$ cat src/rtl/dds_key_ctrl.sv
// DDS key controller: turns debounced key pulses into waveform/FTW config transactions.
// Each serviced press updates the settings, recomputes the FTW if needed, then runs one valid/ready handshake.
module dds_key_ctrl #(
  parameter int unsigned       FTW_W    = 32,
  parameter int unsigned       IDX_W    = 6,
  parameter int unsigned       IDX_MAX  = 50,
  parameter logic [FTW_W-1:0]  FTW_STEP = 32'd8590
) (
  input  logic             clk,
  input  logic             rst,
  input  logic [2:0]       key_neg,
  input  logic             cfg_ready,
  output logic             cfg_valid,
  output logic [1:0]       wave_sel,
  output logic [IDX_W-1:0] freq_idx,
  output logic [FTW_W-1:0] ftw,
  output logic             busy
);

  typedef enum logic [1:0] {StIdle, StCalc, StSend} state_e;

  localparam int unsigned      PW       = FTW_W + IDX_W;
  localparam logic [IDX_W-1:0] IDX_ONE  = IDX_W'(1);
  localparam logic [IDX_W-1:0] IDX_TOP  = IDX_W'(IDX_MAX);
  localparam logic [IDX_W-1:0] CNT_LAST = IDX_W'(IDX_W - 1);

  state_e           state;
  logic [2:0]       pend;
  logic [2:0]       svc;
  logic [2:0]       pend_next;
  logic [IDX_W-1:0] idx_up;
  logic [IDX_W-1:0] idx_dn;
  logic [IDX_W-1:0] idx_new;
  logic [PW-1:0]    acc;
  logic [PW-1:0]    mcand;
  logic [PW-1:0]    acc_next;
  logic [IDX_W-1:0] mplier;
  logic [IDX_W-1:0] cnt;

  // One key per IDLE visit, lowest index first.
  always_comb begin
    svc = 3'b000;
    if (state == StIdle) begin
      if (pend[0])      svc = 3'b001;
      else if (pend[1]) svc = 3'b010;
      else if (pend[2]) svc = 3'b100;
    end
  end

  // A fresh pulse on the service edge keeps its flag set.
  assign pend_next = (pend & ~svc) | key_neg;

  assign idx_up   = (freq_idx == IDX_TOP) ? IDX_ONE : freq_idx + IDX_ONE;
  assign idx_dn   = (freq_idx == IDX_ONE) ? IDX_TOP : freq_idx - IDX_ONE;
  assign idx_new  = svc[1] ? idx_up : idx_dn;
  assign acc_next = acc + (mplier[0] ? mcand : '0);

  always_ff @(posedge clk) begin
    if (rst) begin
      state     <= StIdle;
      pend      <= 3'b000;
      wave_sel  <= 2'd0;
      freq_idx  <= IDX_ONE;
      ftw       <= FTW_STEP;
      cfg_valid <= 1'b0;
      busy      <= 1'b0;
      acc       <= '0;
      mcand     <= '0;
      mplier    <= '0;
      cnt       <= '0;
    end else begin
      pend <= pend_next;
      unique case (state)
        StIdle: begin
          if (svc[0]) begin
            wave_sel <= wave_sel + 2'd1;
            state    <= StSend;
            busy     <= 1'b1;
          end else if (svc[1] || svc[2]) begin
            freq_idx <= idx_new;
            acc      <= '0;
            mcand    <= PW'(FTW_STEP);
            mplier   <= idx_new;
            cnt      <= '0;
            state    <= StCalc;
            busy     <= 1'b1;
          end
        end
        StCalc: begin
          acc    <= acc_next;
          mcand  <= mcand << 1;
          mplier <= mplier >> 1;
          cnt    <= cnt + IDX_ONE;
          if (cnt == CNT_LAST) begin
            ftw   <= acc_next[FTW_W-1:0];
            state <= StSend;
          end
        end
        StSend: begin
          // One settle cycle in SEND before raising valid.
          if (!cfg_valid) begin
            cfg_valid <= 1'b1;
          end else if (cfg_ready) begin
            cfg_valid <= 1'b0;
            state     <= StIdle;
            busy      <= 1'b0;
          end
        end
        default: begin
          state <= StIdle;
          busy  <= 1'b0;
        end
      endcase
    end
  end

endmodule

$ cat config.mk
export PLATFORM = sky130hd
export DESIGN_NAME = dds_key_ctrl
export DESIGN_NICKNAME = d
export VERILOG_FILES = /design/src/rtl/dds_key_ctrl.sv
export SDC_FILE = /design/constraint.sdc
export NUM_CORES = 1
export LEC_CHECK = 0
export ABC_AREA = 1
export ABC_CLOCK_PERIOD_IN_PS = 2300
export BUFFER_PORTS_ARGS = -buffer_cell sky130_fd_sc_hd__buf_2
export CORE_ASPECT_RATIO = 1.75
export CORE_UTILIZATION = 55
export CTS_CLUSTER_SIZE = 10
export DETAILED_ROUTE_END_ITERATION = 10
export GPL_TIMING_DRIVEN = 0
export MAX_ROUTING_LAYER = met4
export PLACE_DENSITY_LB_ADDON = 0.2
export REMOVE_ABC_BUFFERS = 1
export SETUP_SLACK_MARGIN = 0.2
export SKIP_LAST_GASP = 1
export SLEW_MARGIN = 20
export SYNTH_ARGS = -nofsm -noshare
export SYNTH_HDL_FRONTEND = slang
export SYNTH_SLANG_ARGS = --single-unit
$ cat constraint.sdc
create_clock -name clk -period 2.3 [get_ports clk]
set_input_delay 0.345 -clock clk [delete_from_list [all_inputs] [get_ports clk]]
set_output_delay 0.345 -clock clk [all_outputs]
set_load 0.005 [all_outputs]
==> results of run 1 <==
## sequential cells by signal (all words and copies together), names as in the netlist
register / cells
cnt: 6
mplier: 6
cfg_valid: 1
freq_idx: 6
acc: 31
wave_sel: 2
state: 2
ftw: 31
pend: 3
mcand: 31
busy: 1
## critical path: cells and delay by family (launching register included)
family,cells,cell delay [ps]
buffers and inverters,3,320
adders and majority gates,1,220
xor gates and xnor gates,1,420
DFF,1,470
AOI/OAI and AO/OA,1,170
and+or+nand+nor,6,690
## worst paths after layout
path                                  from       to  depth (start not counted)
worst max register to register   mplier[0]  acc[11]                         12
worst max-delay path             mplier[0]  acc[11]                         12
worst min register to register      ftw[6]   ftw[6]                          2
worst min-delay path            key_neg[1]  pend[1]                          3
## through the flow
| stage | std cells | power, W | setup slack [ps] | utilization [%] | hold slack (ps) |
|---|---|---|---|---|---|
| after global placement | 1322 | 0.00293 | -1360 | 59.3 | 448 |
| after detailed placement | 1325 | 0.00298 | -811 | 59.9 | 456 |
| after CTS | 1368 | 0.00554 | 171 | 68.8 | 130 |
| after global routing | 1385 | 0.00579 | -151 | 76.1 | 129 |
| after floorplan | 1108 | 0.00273 | -284 | - | 414 |
| final | 1385 | 0.00561 | -93.8 | 76.1 | 125 |
## synthesized netlist by cell type, drive strengths merged, types with 6 or more instances
master	n	share of area, %
nor2	89	5.6
ha	36	6.3
nand3	47	3.3
inv	184	9.7
clkbuf	22	1.2
dfxtp	120	34
nand3b	6	0.63
a21oi	103	7.2
xor2	20	2.4
o21ai	22	1.5
nor3	7	0.49
nand2	434	23
buf	13	1.0
## cell type report
class                   count  area share (%)
repair buffers             73            5.49
multi-input cells         809            54.0
inverters                 184            7.32
flip-flops and latches    120            25.1
clock buffers              21            4.81
clock inverters            10            1.02
well taps                 168            2.20
## cells in the final DEF, fill, tap and decap left out, types with 5 or more instances in the layout
cell type	Yosys	layout
sky130_fd_sc_hd__xor2_1	20	13
sky130_fd_sc_hd__buf_4	4	20
sky130_fd_sc_hd__o211ai_1	5	5
sky130_fd_sc_hd__dfxtp_1	120	119
sky130_fd_sc_hd__a21o_1	5	5
sky130_fd_sc_hd__o221ai_1	5	5
sky130_fd_sc_hd__nand2_1	432	322
sky130_fd_sc_hd__nand3_2	0	22
sky130_fd_sc_hd__nor2_4	4	18
sky130_fd_sc_hd__ha_1	36	9
sky130_fd_sc_hd__clkbuf_16	0	18
sky130_fd_sc_hd__nand2_4	0	27
sky130_fd_sc_hd__xor2_2	0	5
sky130_fd_sc_hd__buf_2	9	45
sky130_fd_sc_hd__inv_1	175	149
sky130_fd_sc_hd__o21ai_0	16	16
sky130_fd_sc_hd__nand3_1	47	23
sky130_fd_sc_hd__nand2_2	2	85
sky130_fd_sc_hd__o21ai_1	6	6
sky130_fd_sc_hd__nand3b_1	6	6
sky130_fd_sc_hd__a21oi_2	0	17
sky130_fd_sc_hd__a21oi_1	103	82
sky130_fd_sc_hd__nor2_2	3	17
sky130_fd_sc_hd__ha_4	0	27
sky130_fd_sc_hd__nor2_1	80	57
sky130_fd_sc_hd__inv_2	8	31
## timing repair
item | 4_1_cts | 5_1_grt
cloned | 4 | 2
setup endpoints to repair | 63 | 48
resized for setup | 88 | 225
buffers inserted | 8 | 15
hold buffers | 0 | 0
pin swaps | 20 | 78
## cell families after synthesis
| kind of cell | synth area share, % |
|---|---|
| adder cells (fa/ha/maj) | 6.56 |
| XOR/XNOR | 2.69 |
| other | 0.0523 |
| buffers and inverters | 11.9 |
| flip-flops | 33.5 |
| AO/OA/AOI/OAI | 11.6 |
| AND/OR/NAND/NOR | 33.8 |
## per-layer routing
layer	wire length (um)	GRT usage [%]	vias to the layer above
met4	2570	24.3	0
li1	-	-	3664
met3	2000	6.75	230
met1	8030	28.2	3764
met2	12900	55.8	466
met5	0	-	-
## power breakdown
part           switching [W]  internal (W)
Combinational       0.000564      0.000241
Clock                0.00101       0.00154
Sequential         0.0000849       0.00217
Total                0.00166       0.00395
==> flow_summary.yaml, run 1 <==
job:
  cap_viol_max_count: 0
timing:
  timing.slew.headroom_pct: 40.5
  fin_tns_setup_ps: -317
  finalSetupViolations: 7
  finalMaxSlewViolations: 0
  grt_setup_unrepaired: "true"
  max_clock_freq_ghz: 0.418
  final.period_utilization_pct: 104
  time_the_final_worst_path_needs_with_i_o_delays_and_setup_ps: 2390
  timing.final.ws_setup_ps: -93.8
  clock_skew_ps: 16.0
  worst_slew_pin_slew_ps: 891
  final_hold_viol_count: 0
floorplan:
  start_util_pct: 57.1
  die_w_um: 88.3
  core-area_mm2: 0.0126
  rows: 54
  dieHeight_um: 153
  die-area_mm2: 0.0135
  num_io_pins: 48
outcome:
  violated_checks: "negative setup slack"
  run_status: "finished with violations"
place:
  place_congestion: 0.975
  port_buffers: 46
  post_dp_cell_area_mm2: 0.00752
  post-dp-hpwl_um: 13100
setup_path:
  crit_top_cell: "sky130_fd_sc_hd__nand2_2"
  critical_path_arrival_ps: 2740
  critical_path_class: "flop to flop"
  setup.worst_path.start_class: "flop"
  crit_path_end_kind: "flop"
  reg2reg_setup_slack_ps: -90
  timing.critical_path.cells: "buf_8 -> nand2_4 -> inv_4 -> ha_4 -> nand2_2 -> nand2_2 -> inv_1 -> nand2_2 -> nand3b_1 -> xor2_2 -> nand2_1 -> a21oi_1"
  cp_slowest_cell: "sky130_fd_sc_hd__dfxtp_4"
  cp_max_fo: 8
  cpPeakStageDelay_ps: 470
  required_ps: 2640
synthesis:
  avgSynthCellArea_um2: 6.27
  yosysUniqueCellTypes: 39
  ys_ff_latch: 120
  ys.flop_type: "sky130_fd_sc_hd__dfxtp_1"
  ys_async_sr_fraction_pct: 0
  syn-instance-count: 1143
  fraction_of_the_yosys_area_taken_by_sequential_cells_pct: 33.5
  synth-edff-count: 0
  synthesis.area_mm2: 0.00717
  synth_warnings: 0
clock_tree:
  htree_num_levels: 4
  cts_inserted_buffers: 17
  cts_sinks: 120
  clkTransAtPathRegs_ps: 60
  cts_tree: "yes"
  clk_latency_ps: 430
  clockRootBuffer: "sky130_fd_sc_hd__clkbuf_16"
  cts-root-to-sink-buffers: 2
detailed_routing:
  vias: 8124
  post-route-drc-count: 0
  detail_route.wl_per_cell_um: 18.4
  routed_wl_um: 25500
  vias_per_cell: 5.87
  ant_nets: 0
  drt-initial-drc-count: 717
  firstDrtPassIters: 7
global_route:
  number_of_global_route_vias_before_repair: 6980
  grt_overflow_total: 0
  grt_first_pass_wirelength_um: 31900
  grt.total_usage_pct: 31.7
  grt_max_degree: 52
  antenna_violations_before_repair: 0
cells_and_area:
  layout.cell_area.non_filler_mm2: 0.00957
  drive_above_1_share_pct: 30.8
  multi_input_comb_area_mm2: 0.00517
  fill_cells: 884
  antennaDiodeCount: 0
  final_net_count: 1248
  syn2layout_area_growth_pct: 33.4
  area.sequential_mm2: 0.00241
power:
  static-leakage-power_nw: 4.91
  vdd.ir_drop.worst_mv: 0.556
  power.density_mw_per_mm2: 586
min_path:
  timing.hold.worst.class: "input port to flop"
Power figures use the tool's default switching activity.
==> run 2, diff against run 1 <==
CORE_UTILIZATION = 40   (was 55)
CTS_BUF_LIST = sky130_fd_sc_hd__clkbuf_4   (was default)
==> run 2 against run 1 <==
Compared with the run above:
- the run now ends clean
- sequential power hardly changed
- clock-buffer cell count is 4 lower
- global-route usage is 7.4 points lower
- final area is 0.38% lower
- first-iteration DRC count is 53% lower
- non-clock buffer count is 11 higher
- clock skew is 3.9 ps higher
- critical path type unchanged
- critical endpoint is now ftw[20]
- largest power group is now registers
==> flow_summary.yaml, run 2 (synthesized netlist as in run 1, its figures left out) <==
setup_path:
  critical_path.reg2reg.endpoint: "ftw[20]"
  critical_path.reg2reg.startpoint: "mplier[0]"
  setup.worst_path.start: "mplier[0]"
  reg2reg_setup_slack_ps: 100
  r2r_cells: 15
  setup.worst_path.start_class: "flop"
  critical_path_arrival_ps: 2690
  crit_path_end_kind: "flop"
  cp_max_fo: 8
  critical_path_class: "flop to flop"
  critPathCapture: "ftw[20]"
  required_ps: 2800
cells_and_area:
  layout_commonest_cell: "sky130_fd_sc_hd__nand2_1"
  final_cell_mix: "sky130_fd_sc_hd__nand2_1 (322), sky130_fd_sc_hd__inv_1 (141), sky130_fd_sc_hd__dfxtp_1 (119), sky130_fd_sc_hd__nand2_2 (84), sky130_fd_sc_hd__a21oi_1 (81)"
  fill_cells: 1693
  syn2layout_area_growth_pct: 32.9
  drive_above_1_share_pct: 31.7
  final_net_count: 1259
  reg.largest.list: "acc x31, ftw x31, mcand x31"
job:
  cap_viol_max_count: 0
timing:
  timing.slew.headroom_pct: 43.5
  grt_setup_unrepaired: "true"
  max_clock_freq_ghz: 0.455
  worst_slew_pin_slew_ps: 846
  holdWs_ps: 81.4
  final.period_utilization_pct: 95.5
  final_hold_viol_count: 0
  clock_skew_ps: 19.9
  timing.final.ws_setup_ps: 104
  finalSetupViolations: 0
  time_the_final_worst_path_needs_with_i_o_delays_and_setup_ps: 2200
  finalMaxSlewViolations: 0
clock_tree:
  cts-root-to-sink-buffers: 2
  cts_inserted_buffers: 17
  cts_tree: "yes"
  clockRootBuffer: "sky130_fd_sc_hd__clkbuf_4"
  htree_num_levels: 4
  clk_latency_ps: 580
  clkTransAtPathRegs_ps: 120
  cts_sinks: 120
detailed_routing:
  routed_wl_um: 22300
  detail_route.wl_per_cell_um: 15.3
  vias_per_cell: 5.00
  drt-initial-drc-count: 338
  ant_nets: 0
  firstDrtPassIters: 5
  vias: 7303
  post-route-drc-count: 0
global_route:
  grt.total_usage_pct: 24.2
  antenna_violations_before_repair: 1
  number_of_global_route_vias_before_repair: 6552
  grt_max_degree: 49
  grt_first_pass_wirelength_um: 32100
  grt_overflow_total: 0
floorplan:
  die_w_um: 103
  rows: 64
  die-area_mm2: 0.0185
  start_util_pct: 40.9
  num_io_pins: 48
  core-area_mm2: 0.0175
  dieHeight_um: 179
place:
  post-dp-hpwl_um: 14200
  dp_slack_ps: -641
  place_congestion: 0.917
  port_buffers: 46
power:
  vdd.ir_drop.worst_mv: 0.396
  finalPower_w: 0.00480
  power.density_mw_per_mm2: 503
  static-leakage-power_nw: 4.83
min_path:
  timing.hold.worst.class: "input port to flop"
  min-delay-start: "cfg_ready"
outcome:
  run_status: "finished, final reports clean"
## run 2: cell types whose count changed in the layout (fill, tap and decap cells not counted), moves of 3 or more
cell                            before  now
sky130_fd_sc_hd__nor2_2             17   22
sky130_fd_sc_hd__buf_6               2    8
sky130_fd_sc_hd__nand3_1            23   33
sky130_fd_sc_hd__nor2_4             18   15
sky130_fd_sc_hd__nand3_2            22   12
sky130_fd_sc_hd__inv_2              31   40
sky130_fd_sc_hd__inv_6               1    5
sky130_fd_sc_hd__dlygate4sd3_1       0    3
sky130_fd_sc_hd__clkbuf_4            0   17
sky130_fd_sc_hd__clkbuf_16          18    1
sky130_fd_sc_hd__clkinvlp_4          3    0
sky130_fd_sc_hd__inv_1             149  141
## run 2: worst max-delay path, stage by stage, from the launching register on
cell	delay, ps
sky130_fd_sc_hd__dfxtp_4	490
sky130_fd_sc_hd__buf_6	170
sky130_fd_sc_hd__nand2_2	50
sky130_fd_sc_hd__inv_2	70
sky130_fd_sc_hd__ha_4	220
sky130_fd_sc_hd__nand2_2	110
sky130_fd_sc_hd__inv_1	50
sky130_fd_sc_hd__nand2_1	100
sky130_fd_sc_hd__nand2_1	90
sky130_fd_sc_hd__nand2_1	120
sky130_fd_sc_hd__nand3_4	120
sky130_fd_sc_hd__nand2_4	120
sky130_fd_sc_hd__nand3b_1	120
sky130_fd_sc_hd__nand2_1	120
sky130_fd_sc_hd__a21o_1	120
sky130_fd_sc_hd__inv_1	30
## run 2: final cells by class
cell class                 instances  area (um2)  share of cell area [%]
antenna                            1        2.50                  0.0263
multi-input combinational        809        5170                    54.2
clock inverter                    15         190                    2.00
inverter                         184         698                    7.32
clock buffer                      17         128                    1.34
timing repair buffer              84         651                    6.83
sequential                       120        2410                    25.2
tap                              231         289                    3.03
## run 2: through the flow
stage | area [um2] | TNS (ps) | util (%) | cells
finish | 9530 | 0 | 54.4 | 1461
global route | 9530 | -5.18 | 54.4 | 1461
CTS | 8540 | 0 | 48.7 | 1441
detailed placement | 7610 | -17880 | 43.4 | 1388
global placement | 7530 | -81860 | 43.0 | 1385
floorplan | 7010 | -4780 | - | 1108
## run 2: what timing repair did
| action | in CTS | in global routing |
|---|---|---|
| pin swaps | 14 | 91 |
| gates resized for setup | 77 | 247 |
| gates cloned | 4 | 2 |
| hold endpoints to repair | 3 | 0 |
| hold buffers | 3 | 0 |
| setup buffers | 14 | 17 |
| setup endpoints to repair | 72 | 55 |
## run 2: worst min-delay path by stage
stage | endpoint | slack [ps] | cells after the start
final | cfg_valid | 80 | 4
after global routing | cfg_valid | 70 | 4
after CTS | cfg_valid | 20 | 4
after detailed placement | mcand[31] | 460 | 2
after global placement | ftw[4] | 450 | 2
after floorplan | acc[10] | 410 | 1
## run 2: power breakdown
| group | switching [W] | leakage [nW] | internal [W] |
|---|---|---|---|
| Sequential | 0.0000846 | 0.973 | 0.00217 |
| Clock | 0.000954 | 0.174 | 0.000779 |
| Combinational | 0.000554 | 3.68 | 0.000260 |
## run 2: layer usage
layer / vias up / share of wire, % / global-route usage (%)
li1: 3687 / - / -
met1: 3356 / 35 / 21.8
met2: 173 / 55 / 45.6
met3: 87 / 2.7 / 4.17
met4: 0 / 6.8 / 15.1
met5: - / 0 / -
==> run 3, diff against run 2 <==
CORE_UTILIZATION = 50   (was 40)
==> run 3 against run 2 <==
Compared with the run above:
- combinational power shrank 4.0%
- register-to-register slack worse by 70 ps
- die area fell by 20%
- non-clock buffer count shrank 13
- sequential share of layout area up 2.3 points
- final cell count fell by 4.6%
- total power is 4.8% lower
- largest power group unchanged
- sequential cell count unchanged
- highest routed layer unchanged
- utilization is 8.6 points higher
- clock-buffer cell count stayed put
==> flow_summary.yaml, run 3 (synthesized netlist as in run 1, its figures left out) <==
outcome:
  run_status: "finished, final reports clean"
clock_tree:
  clkTransAtPathRegs_ps: 130
  cts_inserted_buffers: 17
  cts-root-to-sink-buffers: 2
  clk_latency_ps: 540
  cts_sinks: 120
  cts_tree: "yes"
  clockRootBuffer: "sky130_fd_sc_hd__clkbuf_4"
  htree_num_levels: 4
detailed_routing:
  vias_per_cell: 5.20
  drt-initial-drc-count: 346
  ant_nets: 0
  firstDrtPassIters: 8
  vias: 7250
  routed_wl_um: 20900
  post-route-drc-count: 0
  detail_route.wl_per_cell_um: 15.0
setup_path:
  r2r_cells: 13
  required_ps: 2760
  timing.critical_path.cells: "buf_12 -> nand2_1 -> inv_1 -> ha_4 -> nand2_2 -> inv_1 -> a21oi_1 -> nand2_2 -> nand2_1 -> nand2_2 -> xor2_2 -> nand2_1 -> a21oi_1"
  cpPeakStageDelay_ps: 460
  critical_path_arrival_ps: 2730
  critical_path_class: "flop to flop"
  cp_max_fo: 15
  critical_path.reg2reg.endpoint: "acc[17]"
  crit_path_end_kind: "flop"
  reg2reg_setup_slack_ps: 40
  cp_slowest_cell: "sky130_fd_sc_hd__dfxtp_4"
  setup.worst_path.start_class: "flop"
  critical_path.reg2reg.startpoint: "mplier[0]"
power:
  combPwrFrac_pct: 17.1
  p_int_w: 0.00306
  power.density_mw_per_mm2: 522
  p_sw_share_pct: 33.1
  vdd.ir_drop.worst_mv: 0.505
  p_sw_w: 0.00151
  power_frac_seq_pct: 49.2
  power.share.clock_pct: 33.7
  static-leakage-power_nw: 4.37
place:
  post-dp-hpwl_um: 13700
  place_congestion: 0.945
  dp_slack_ps: -785
  port_buffers: 46
  post_dp_cell_area_mm2: 0.00754
cells_and_area:
  final_net_count: 1246
  syn2layout_area_growth_pct: 22.0
  layout_commonest_cell: "sky130_fd_sc_hd__nand2_1"
  layout.cell_area.non_filler_mm2: 0.00875
  final_cell_mix: "sky130_fd_sc_hd__nand2_1 (387), sky130_fd_sc_hd__inv_1 (163), sky130_fd_sc_hd__dfxtp_1 (119), sky130_fd_sc_hd__a21oi_1 (90), sky130_fd_sc_hd__nor2_1 (64)"
  fill_cells: 1330
  reg.largest.list: "acc x31, ftw x31, mcand x31"
  drive_above_1_share_pct: 21.5
  final_core_util_pct: 62.9
min_path:
  whs_endpoint: "pend[0]"
  timing.hold.worst.class: "input port to flop"
  hold-path-cell-count: 3
  min-delay-start: "key_neg[0]"
floorplan:
  die-area_mm2: 0.0148
  core-area_mm2: 0.0139
  rows: 57
  start_util_pct: 51.6
  die_w_um: 92.5
  dieHeight_um: 160
  num_io_pins: 48
timing:
  holdWs_ps: 37.9
  fin_tns_setup_ps: 0
  max_clock_freq_ghz: 0.442
  time_the_final_worst_path_needs_with_i_o_delays_and_setup_ps: 2260
  worst_slew_pin_slew_ps: 845
  timing.slew.headroom_pct: 43.5
  final.period_utilization_pct: 98.5
  finalMaxSlewViolations: 0
  finalSetupViolations: 0
  timing.final.ws_setup_ps: 35.6
  grt_setup_unrepaired: "true"
  final_hold_viol_count: 0
  clock_skew_ps: 25.2
global_route:
  grt.total_usage_pct: 29.3
  grt_first_pass_wirelength_um: 32700
  grt_overflow_total: 0
  antenna_violations_before_repair: 1
  number_of_global_route_vias_before_repair: 6869
  grt_max_degree: 55
job:
  cap_viol_max_count: 0
run 3: cell types whose count changed in the layout (fill, tap and decap cells not counted), moves of 5 or more:
cell	before	now
sky130_fd_sc_hd__nand2_1	322	387
sky130_fd_sc_hd__nand2_2	84	44
sky130_fd_sc_hd__nand2_4	28	3
sky130_fd_sc_hd__inv_1	141	163
sky130_fd_sc_hd__inv_2	40	19
sky130_fd_sc_hd__a21oi_1	81	90
sky130_fd_sc_hd__ha_4	28	19
sky130_fd_sc_hd__nor2_1	55	64
sky130_fd_sc_hd__a21oi_2	18	11
sky130_fd_sc_hd__buf_6	8	1
sky130_fd_sc_hd__buf_4	22	16
sky130_fd_sc_hd__nor2_2	22	16
sky130_fd_sc_hd__ha_1	7	12
run 3: timing repair:
item                       CTS  global route
resized for setup          108            57
pin swaps                   28            15
hold buffers                 2             0
cloned                       4             1
hold endpoints to repair     2             0
setup endpoints to repair   74            55
buffers inserted            17             3
run 3: cell type report:
type                            count  area [um2]  share of cell area [%]
Antenna cell                        1        2.50                  0.0286
Clock buffer                       17         128                    1.46
Clock inverter                     15         150                    1.72
Inverter                          184         696                    7.95
Multi-Input combinational cell    809        4620                    52.8
Sequential cell                   120        2410                    27.5
Tap cell                          177         221                    2.53
Timing Repair Buffer               71         527                    6.02
run 3: worst max-delay path by stage:
| stage | start | endpoint | depth (start not counted) |
|---|---|---|---|
| after floorplan | state[0] | ftw[13] | 7 |
| after global placement | state[0] | ftw[11] | 7 |
| after detailed placement | mplier[0] | acc[17] | 13 |
| after CTS | mplier[0] | ftw[13] | 12 |
| after global routing | mplier[0] | ftw[29] | 15 |
| final | mplier[0] | acc[17] | 13 |
run 3: stage by stage:
stage | std cells | power (W)
detailed placement | 1334 | 0.00298
global placement | 1331 | 0.00293
global route | 1394 | 0.00479
floorplan | 1108 | 0.00273
CTS | 1389 | 0.00457
finish | 1394 | 0.00457
run 3: metal layers:
layer	part of all wire, %	up-vias	wire [um]	global-route usage [%]
met2	55	163	11500	52.8
met4	7.5	0	1580	21.9
li1	-	3659	-	-
met5	0	-	0	-
met1	35	3314	7230	26.6
met3	3.1	114	643	5.40
run 3: power groups by stage:
| stage | combinational [W] | sequential (W) | clock (W) |
|---|---|---|---|
| after floorplan | 0.000446 | 0.00228 | 0 |
| after global placement | 0.000636 | 0.00230 | 0 |
| after detailed placement | 0.000682 | 0.00230 | 0 |
| after CTS | 0.000756 | 0.00225 | 0.00157 |
| after global routing | 0.000859 | 0.00226 | 0.00166 |
| final | 0.000782 | 0.00225 | 0.00154 |
run 3: worst max-delay path, delay by kind of cell, from the launching register on:
kind                       cells  cell delay (ps)
adders and majority gates      1              230
xor gates and xnor gates       1              260
DFF                            1              460
and+or+nand+nor                6              540
buffers and inverters          3              340
AOI/OAI and AO/OA              2              370
